[src/rtl/rv_fetch_pkg.sv]
// rtl/rv_fetch_pkg.sv - shared types and helpers for the fetch realignment stage
package rv_fetch_pkg;

  typedef logic [15:0] halfword_t;

  // Low two bits of a halfword that mark a full-length (32-bit) instruction
  localparam logic [1:0]  RVC_FULL_LEN     = 2'b11;
  localparam logic [31:0] RESET_PC_DEFAULT = 32'h0000_0000;

  function automatic logic is_32bit(input halfword_t hw);
    return hw[1:0] == RVC_FULL_LEN;
  endfunction

endpackage

[src/rtl/fetch_align_buffer_if.sv]
// rtl/fetch_align_buffer_if.sv - I-cache, redirect and instruction handshake bundle
interface fetch_align_buffer_if;

  logic        ic_req;
  logic [29:0] ic_addr;
  logic [31:0] ic_rdata;
  logic        ic_stall;
  logic        redirect_valid;
  logic [31:0] redirect_pc;
  logic        inst_valid;
  logic [31:0] inst;
  logic        inst_is_c;
  logic [31:0] inst_pc;
  logic        inst_ready;

  // The fetch buffer side
  modport master (
    output ic_req, ic_addr, inst_valid, inst, inst_is_c, inst_pc,
    input  ic_rdata, ic_stall, redirect_valid, redirect_pc, inst_ready
  );

  // The I-cache / decode / branch-unit side
  modport slave (
    input  ic_req, ic_addr, inst_valid, inst, inst_is_c, inst_pc,
    output ic_rdata, ic_stall, redirect_valid, redirect_pc, inst_ready
  );

endinterface

[src/rtl/fetch_hq.sv]
// rtl/fetch_hq.sv - 4-entry halfword queue, pop-then-push each cycle, sync flush
module fetch_hq
  import rv_fetch_pkg::*;
(
  input  logic       clk,
  input  logic       rst_n,
  input  logic       flush_i,
  input  logic [1:0] pop_n_i,
  input  logic [1:0] push_n_i,
  input  halfword_t  push_d0_i,
  input  halfword_t  push_d1_i,
  output logic [2:0] count_o,
  output halfword_t  hq0_o,
  output halfword_t  hq1_o
);

  halfword_t  q_q [4];
  halfword_t  q_d [4];
  logic [2:0] cnt_q;
  logic [2:0] cnt_d;
  logic [2:0] cnt_mid;
  logic [2:0] idx;
  halfword_t  shifted;

  // Shift out popped entries, then append pushed halfwords behind the survivors
  always_comb begin
    cnt_mid = cnt_q - {1'b0, pop_n_i};
    idx     = 3'd0;
    shifted = '0;
    for (int i = 0; i < 4; i++) begin
      idx     = 3'(i) + {1'b0, pop_n_i};
      shifted = (idx < 3'd4) ? q_q[idx[1:0]] : '0;
      if (3'(i) < cnt_mid) begin
        q_d[i] = shifted;
      end else if ((3'(i) == cnt_mid) && (push_n_i != 2'd0)) begin
        q_d[i] = push_d0_i;
      end else if ((3'(i) == cnt_mid + 3'd1) && (push_n_i == 2'd2)) begin
        q_d[i] = push_d1_i;
      end else begin
        q_d[i] = shifted;
      end
    end
    cnt_d = cnt_mid + {1'b0, push_n_i};
    if (flush_i) begin
      cnt_d = 3'd0;
    end
  end

  // Queue storage and occupancy
  always_ff @(posedge clk or negedge rst_n) begin
    if (!rst_n) begin
      cnt_q <= 3'd0;
      for (int i = 0; i < 4; i++) begin
        q_q[i] <= '0;
      end
    end else begin
      cnt_q <= cnt_d;
      for (int i = 0; i < 4; i++) begin
        q_q[i] <= q_d[i];
      end
    end
  end

  assign count_o = cnt_q;
  assign hq0_o   = q_q[0];
  assign hq1_o   = q_q[1];

endmodule

[src/rtl/fetch_align_buffer.sv]
// rtl/fetch_align_buffer.sv - realigns I-cache words into whole RV instructions
module fetch_align_buffer
  import rv_fetch_pkg::*;
#(
  parameter logic [31:0] RESET_PC = RESET_PC_DEFAULT
)
(
  input  logic                 clk,
  input  logic                 rst_n,
  fetch_align_buffer_if.master bus
);

  logic [29:0] fetch_addr_q, fetch_addr_d;
  logic [31:0] out_pc_q,     out_pc_d;
  logic        skip_low_q,   skip_low_d;

  logic [2:0]  count;
  halfword_t   hq0, hq1;
  logic        is32;
  logic [2:0]  need;
  logic        fire;
  logic        push;
  logic [1:0]  pop_n;
  logic [1:0]  push_n;
  halfword_t   push_d0;
  logic        unused_pc_bit0;

  assign unused_pc_bit0 = bus.redirect_pc[0];

  assign is32 = is_32bit(hq0);
  assign need = is32 ? 3'd2 : 3'd1;

  // A redirect masks the current head so decode never sees a doomed instruction
  assign bus.inst_valid = !bus.redirect_valid && (count >= need);
  assign bus.inst       = is32 ? {hq1, hq0} : {16'h0000, hq0};
  assign bus.inst_is_c  = (count != 3'd0) && !is32;
  assign bus.inst_pc    = out_pc_q;
  assign fire           = bus.inst_valid && bus.inst_ready;

  // Only request while two free slots exist, so a whole word always fits
  assign bus.ic_req  = rst_n && (count <= 3'd2) && !bus.redirect_valid;
  assign bus.ic_addr = fetch_addr_q;
  assign push        = bus.ic_req && !bus.ic_stall;

  assign pop_n   = fire ? (is32 ? 2'd2 : 2'd1) : 2'd0;
  assign push_n  = push ? (skip_low_q ? 2'd1 : 2'd2) : 2'd0;
  assign push_d0 = skip_low_q ? bus.ic_rdata[31:16] : bus.ic_rdata[15:0];

  fetch_hq u_hq (
    .clk       (clk),
    .rst_n     (rst_n),
    .flush_i   (bus.redirect_valid),
    .pop_n_i   (pop_n),
    .push_n_i  (push_n),
    .push_d0_i (push_d0),
    .push_d1_i (bus.ic_rdata[31:16]),
    .count_o   (count),
    .hq0_o     (hq0),
    .hq1_o     (hq1)
  );

  // Next fetch address, delivered PC and half-word skip; redirect overrides all
  always_comb begin
    fetch_addr_d = fetch_addr_q;
    out_pc_d     = out_pc_q;
    skip_low_d   = skip_low_q;
    if (bus.redirect_valid) begin
      fetch_addr_d = bus.redirect_pc[31:2];
      out_pc_d     = {bus.redirect_pc[31:1], 1'b0};
      skip_low_d   = bus.redirect_pc[1];
    end else begin
      if (push) begin
        fetch_addr_d = fetch_addr_q + 30'd1;
        skip_low_d   = 1'b0;
      end
      if (fire) begin
        out_pc_d = out_pc_q + (is32 ? 32'd4 : 32'd2);
      end
    end
  end

  // PC and fetch-address state
  always_ff @(posedge clk or negedge rst_n) begin
    if (!rst_n) begin
      fetch_addr_q <= RESET_PC[31:2];
      out_pc_q     <= {RESET_PC[31:1], 1'b0};
      skip_low_q   <= RESET_PC[1];
    end else begin
      fetch_addr_q <= fetch_addr_d;
      out_pc_q     <= out_pc_d;
      skip_low_q   <= skip_low_d;
    end
  end

endmodule

[src/flat_wrapper.sv]
// flat-port wrapper written by rule: the top's interface ports become plain ports
module fetch_align_buffer_flat import rv_fetch_pkg::*;
#(
  parameter logic [31:0] RESET_PC = RESET_PC_DEFAULT
)
  (clk, rst_n, bus_ic_req, bus_ic_addr, bus_inst_valid, bus_inst, bus_inst_is_c, bus_inst_pc, bus_ic_rdata, bus_ic_stall, bus_redirect_valid, bus_redirect_pc, bus_inst_ready);
  fetch_align_buffer_if bus_i ();
  input  logic clk;
  input  logic rst_n;
  output wire logic [$bits(bus_i.ic_req)-1:0] bus_ic_req;
  output wire logic [$bits(bus_i.ic_addr)-1:0] bus_ic_addr;
  output wire logic [$bits(bus_i.inst_valid)-1:0] bus_inst_valid;
  output wire logic [$bits(bus_i.inst)-1:0] bus_inst;
  output wire logic [$bits(bus_i.inst_is_c)-1:0] bus_inst_is_c;
  output wire logic [$bits(bus_i.inst_pc)-1:0] bus_inst_pc;
  input wire logic [$bits(bus_i.ic_rdata)-1:0] bus_ic_rdata;
  input wire logic [$bits(bus_i.ic_stall)-1:0] bus_ic_stall;
  input wire logic [$bits(bus_i.redirect_valid)-1:0] bus_redirect_valid;
  input wire logic [$bits(bus_i.redirect_pc)-1:0] bus_redirect_pc;
  input wire logic [$bits(bus_i.inst_ready)-1:0] bus_inst_ready;
  assign bus_ic_req = bus_i.ic_req;
  assign bus_ic_addr = bus_i.ic_addr;
  assign bus_inst_valid = bus_i.inst_valid;
  assign bus_inst = bus_i.inst;
  assign bus_inst_is_c = bus_i.inst_is_c;
  assign bus_inst_pc = bus_i.inst_pc;
  assign bus_i.ic_rdata = bus_ic_rdata;
  assign bus_i.ic_stall = bus_ic_stall;
  assign bus_i.redirect_valid = bus_redirect_valid;
  assign bus_i.redirect_pc = bus_redirect_pc;
  assign bus_i.inst_ready = bus_inst_ready;
  fetch_align_buffer #(.RESET_PC(RESET_PC)) u_core (.clk(clk), .rst_n(rst_n), .bus(bus_i));
endmodule
[config.mk]
export PLATFORM = sky130hd
export DESIGN_NAME = fetch_align_buffer_flat
export DESIGN_NICKNAME = d
export VERILOG_FILES = /design/src/rtl/rv_fetch_pkg.sv /design/src/rtl/fetch_align_buffer_if.sv /design/src/rtl/fetch_hq.sv /design/src/rtl/fetch_align_buffer.sv /design/src/flat_wrapper.sv
export SDC_FILE = /design/constraint.sdc
export NUM_CORES = 1
export LEC_CHECK = 0
export ABC_AREA = 1
export CAP_MARGIN = 20
export CORE_MARGIN = 1
export CORE_UTILIZATION = 50
export DETAILED_ROUTE_END_ITERATION = 10
export PLACE_DENSITY_LB_ADDON = 0.3
export SYNTH_ARGS = -nofsm -noshare
export SYNTH_HDL_FRONTEND = slang
export SYNTH_HIERARCHICAL = 1
export SYNTH_SLANG_ARGS = --single-unit
[constraint.sdc]
create_clock -name clk -period 5 [get_ports clk]
set_input_delay 1.25 -clock clk [delete_from_list [all_inputs] [get_ports clk]]
set_output_delay 1.25 -clock clk [all_outputs]
set_load 0.01 [all_outputs]
==> summary.txt, run 1 <==
top layer in use: met4
M1 WL: 13700 um
worst hold slack: 0.554 ns
biggest cell delay along the critical path: 0.46 ns
Root Buffer: clkbuf_16
slowest CP cell: fa_1
first-pass GRT wire length: 54600 um
DRT Pass-1 Iters: 5
post-DR wirelength/cell: 16.9 um
Post-DP HPWL: 25000 um
period utilization: 85.8%
leading cell types in the layout, fill and taps excluded: nand2_1, nand3_1, inv_1, clkdlybuf4s50_1, dfrtp_1
port buffer count: 163
Post-Layout Cell Count: 2031
# DRC: 0
drt via density: 5.56
CTS max path bufs: 2
Max-Cap Viols: 0
commonest non-fill, non-tap cell in the layout: nand2_1
routed length on met3: 2870 um
Tot GR Track Use: 32.3%
GRT overflow: 0
post-cts resize count: 0
DR iter-0 viols: 1137
row count: 52
ratio of cells with drive above 1 in the final layout: 7.78%
final core utilization: 62.5%
H-tree lvl count: 4
Crit Path Max Fanout: 15
Setup crit end: u_core/u_hq/q_q[17]
die height: 147 um
Rel. slew slack: 39.6%
NumNets Final: 1828
EDFF count, synth: 0
unrepaired setup endpoints after global routing: false
final setup violation count: 0
Final Hold Viols: 0
gpl congestion: 0.933
CTS clk-pin slew, worst paths: 0.06 ns
Die W: 147 um
Critical path origin: bus_redirect_valid
maximum vdd drop: 0.376 mV
Worst-Skew Late Latency: 0.43 ns
CORE AREA: 20400 sq um
post-CTS setup buffers: 0
syn avg cell area: 6.38 sq um
Ys Warns: 6
synthesized cell area: 10500 sq um
ANT nets after route: 0
Hold Path Class: reg -> reg
Max Slew Vio Count: 0
Setup TNS: 0 ns
Reg-to-Reg Start: u_core/u_hq/hq0_o[0]
Synth Flop Type: dfrtp_1
crit-path leading delay family: simple AND/OR/NAND/NOR gates
Synth Instances: 1652
CP bufs+invs: 5
CTS Buf Count: 17
crit end category: flip-flop
IO Pins: 166
skew final: 0.00898 ns
Startpoint Class: primary input
CP required: 5.36 ns
vias: 11.3k
minimum clock period: 4.29 ns
crit path cell chain: clkdlybuf4s50_1 > a21oi_2 > nand2_2 > nor2_1 > clkinv_1 > fa_1 > inv_1 > nand2_1 > nand2_4 > inv_2 > ha_1 > nor2_2 > nand2_1 > nand2_2 > nand2_4 > nand2_1 > nand2_1 > inv_1
sequential area share after synthesis: 30.6%
share of async-settable or async-resettable flops after synthesis: 100%
dpl cells: 1997
reg-to-reg endpoint: u_core/u_hq/q_q[17]
Most common cell on crit path: nand2_1
cell depth of the worst setup path: 18
initial antenna violation count: 1
Max Freq: 233 MHz
Final Power: 7200 uW
CTS tree: done
Area growth syn-to-layout: 21.0%
Die ar.: 21700 sq um
Worst Reg-to-Reg Cells: 20
status: finished clean
worst-margin pin slew: 0.906 ns
WL met2: 16000 um
DRT Wirelength: 34200 um
hold buffer count at cts: 0
Initial Util: 51.6%
Syn Nets: 1733
largest net degree at the start of global routing: 83
number of fill cells in the layout: 1955
Leak: 0.00636 uW
Worst R2R Setup Slack: 0.86 ns
Setup Crit Path Kind: in -> reg
Power Dens Cells: 565 nW/um^2
CTS Sinks: 129
vias in the first global route: 10.4k
Synth Register Bits: 129
CP Data Arrival Time: 4.65 ns
synth unique cells: 40
[where the power goes]
part / internal [uW] / switching, uW / leakage [uW]
clock network: 1010 / 487 / 0.000336
logic: 1440 / 2420 / 0.00448
registers: 1460 / 392 / 0.00155
[area by class of cell]
class | count | area, sq um | area share [%]
Multi-Input combinational cell | 1217 | 5940 | 46.5
Sequential cell | 129 | 3230 | 25.3
Timing Repair Buffer | 183 | 1800 | 14.1
Inverter | 199 | 747 | 5.85
Clock buffer | 19 | 453 | 3.55
Tap cell | 270 | 338 | 2.65
Clock inverter | 13 | 255 | 2.00
Antenna cell | 1 | 2.50 | 0.0196
[how the worst min path moves through the flow]
stage | from | end | depth (start not counted)
2_1_floorplan | u_core/bus.inst_pc[1] | u_core/bus.inst_pc[1] | 2
3_5_place_dp | u_core/bus.inst_pc[1] | u_core/bus.inst_pc[1] | 2
4_1_cts | u_core/bus.inst_pc[1] | u_core/bus.inst_pc[1] | 2
3_3_place_gp | u_core/bus.inst_pc[1] | u_core/bus.inst_pc[1] | 2
5_1_grt | u_core/bus.inst_pc[31] | u_core/bus.inst_pc[31] | 2
6_report | u_core/bus.inst_pc[1] | u_core/bus.inst_pc[1] | 2
[metal layers]
metal / vias up / global-route usage [%]
met3: 90 / 5.09
met5: - / 0
met1: 5177 / 41.5
met2: 595 / 52.0
met4: 0 / 17.7
li1: 5434 / -
[through the flow]
stage / setup WS (ns) / area [sq um]
floorplan: 0.0957 / 10500
global placement: 0.455 / 12000
finish: 0.711 / 12800
CTS: 0.750 / 12700
detailed placement: 0.330 / 12000
global route: 0.455 / 12800
[synth_stat cells, types with 3 or more instances]
library cell,instances,area (sq um)
a21boi_0,15,113
a21oi_1,7,35.0
buf_1,5,18.8
buf_2,40,200
buf_4,38,285
buf_6,6,67.6
clkbuf_1,18,67.6
clkinv_1,3,11.3
dfrtp_1,129,3230
ha_1,10,125
inv_1,184,691
inv_2,12,45.0
mux2i_1,8,80.1
nand2_1,587,2200
nand2_2,17,106
nand2_4,7,78.8
nand3_1,226,1130
nand3_2,4,40.0
nand3b_1,10,75.1
nand4_1,50,313
nor2_1,88,330
nor2_2,8,50.1
nor2_4,11,124
nor3_1,17,85.1
nor3_2,3,30.0
o211ai_1,25,188
o21ai_0,63,315
o21ai_1,13,65.1
or2_2,14,87.6
xnor2_1,3,26.3
xor2_1,17,149
[worst register-to-register path, delay by kind of cell, from the launching register on]
kind,cells,cell delay [ns]
and+or+nand+nor,11,1.88
adders and majority gates,3,1.17
DFF,1,0.44
buffers and inverters,4,0.34
AOI/OAI and AO/OA,2,0.28
[logic make-up after synthesis]
group	Yosys count	synth area share, %
xor gates and xnor gates	20	1.66
and+or+nand+nor	1048	45.1
muxes	8	0.760
AOI/OAI and AO/OA	128	7.13
buffers and inverters	306	13.1
adders and majority gates	12	1.57
DFF	129	30.6
other	1	0.0356
[sequential cells by signal (all words and copies together) (netlist names)]
| name | count |
|---|---|
| u_core/bus.ic_addr | 30 |
| u_core/bus.inst_pc | 31 |
| u_core/u_hq/count_o | 3 |
| u_core/skip_low_q | 1 |
| u_core/u_hq/hq0_o | 16 |
| u_core/u_hq/q_q | 32 |
| u_core/u_hq/hq1_o | 16 |
Note: power is estimated with default switching activity, not from simulation.
==> run 2: changes to the inputs <==
--- a/config.mk
+++ b/config.mk
@@ -15,3 +15,4 @@
 export SYNTH_HDL_FRONTEND = slang
 export SYNTH_HIERARCHICAL = 1
 export SYNTH_SLANG_ARGS = --single-unit
+export TNS_END_PERCENT = 10
==> results of run 2 <==
The final DEF is identical to that of run 1; final timing and power are the same.
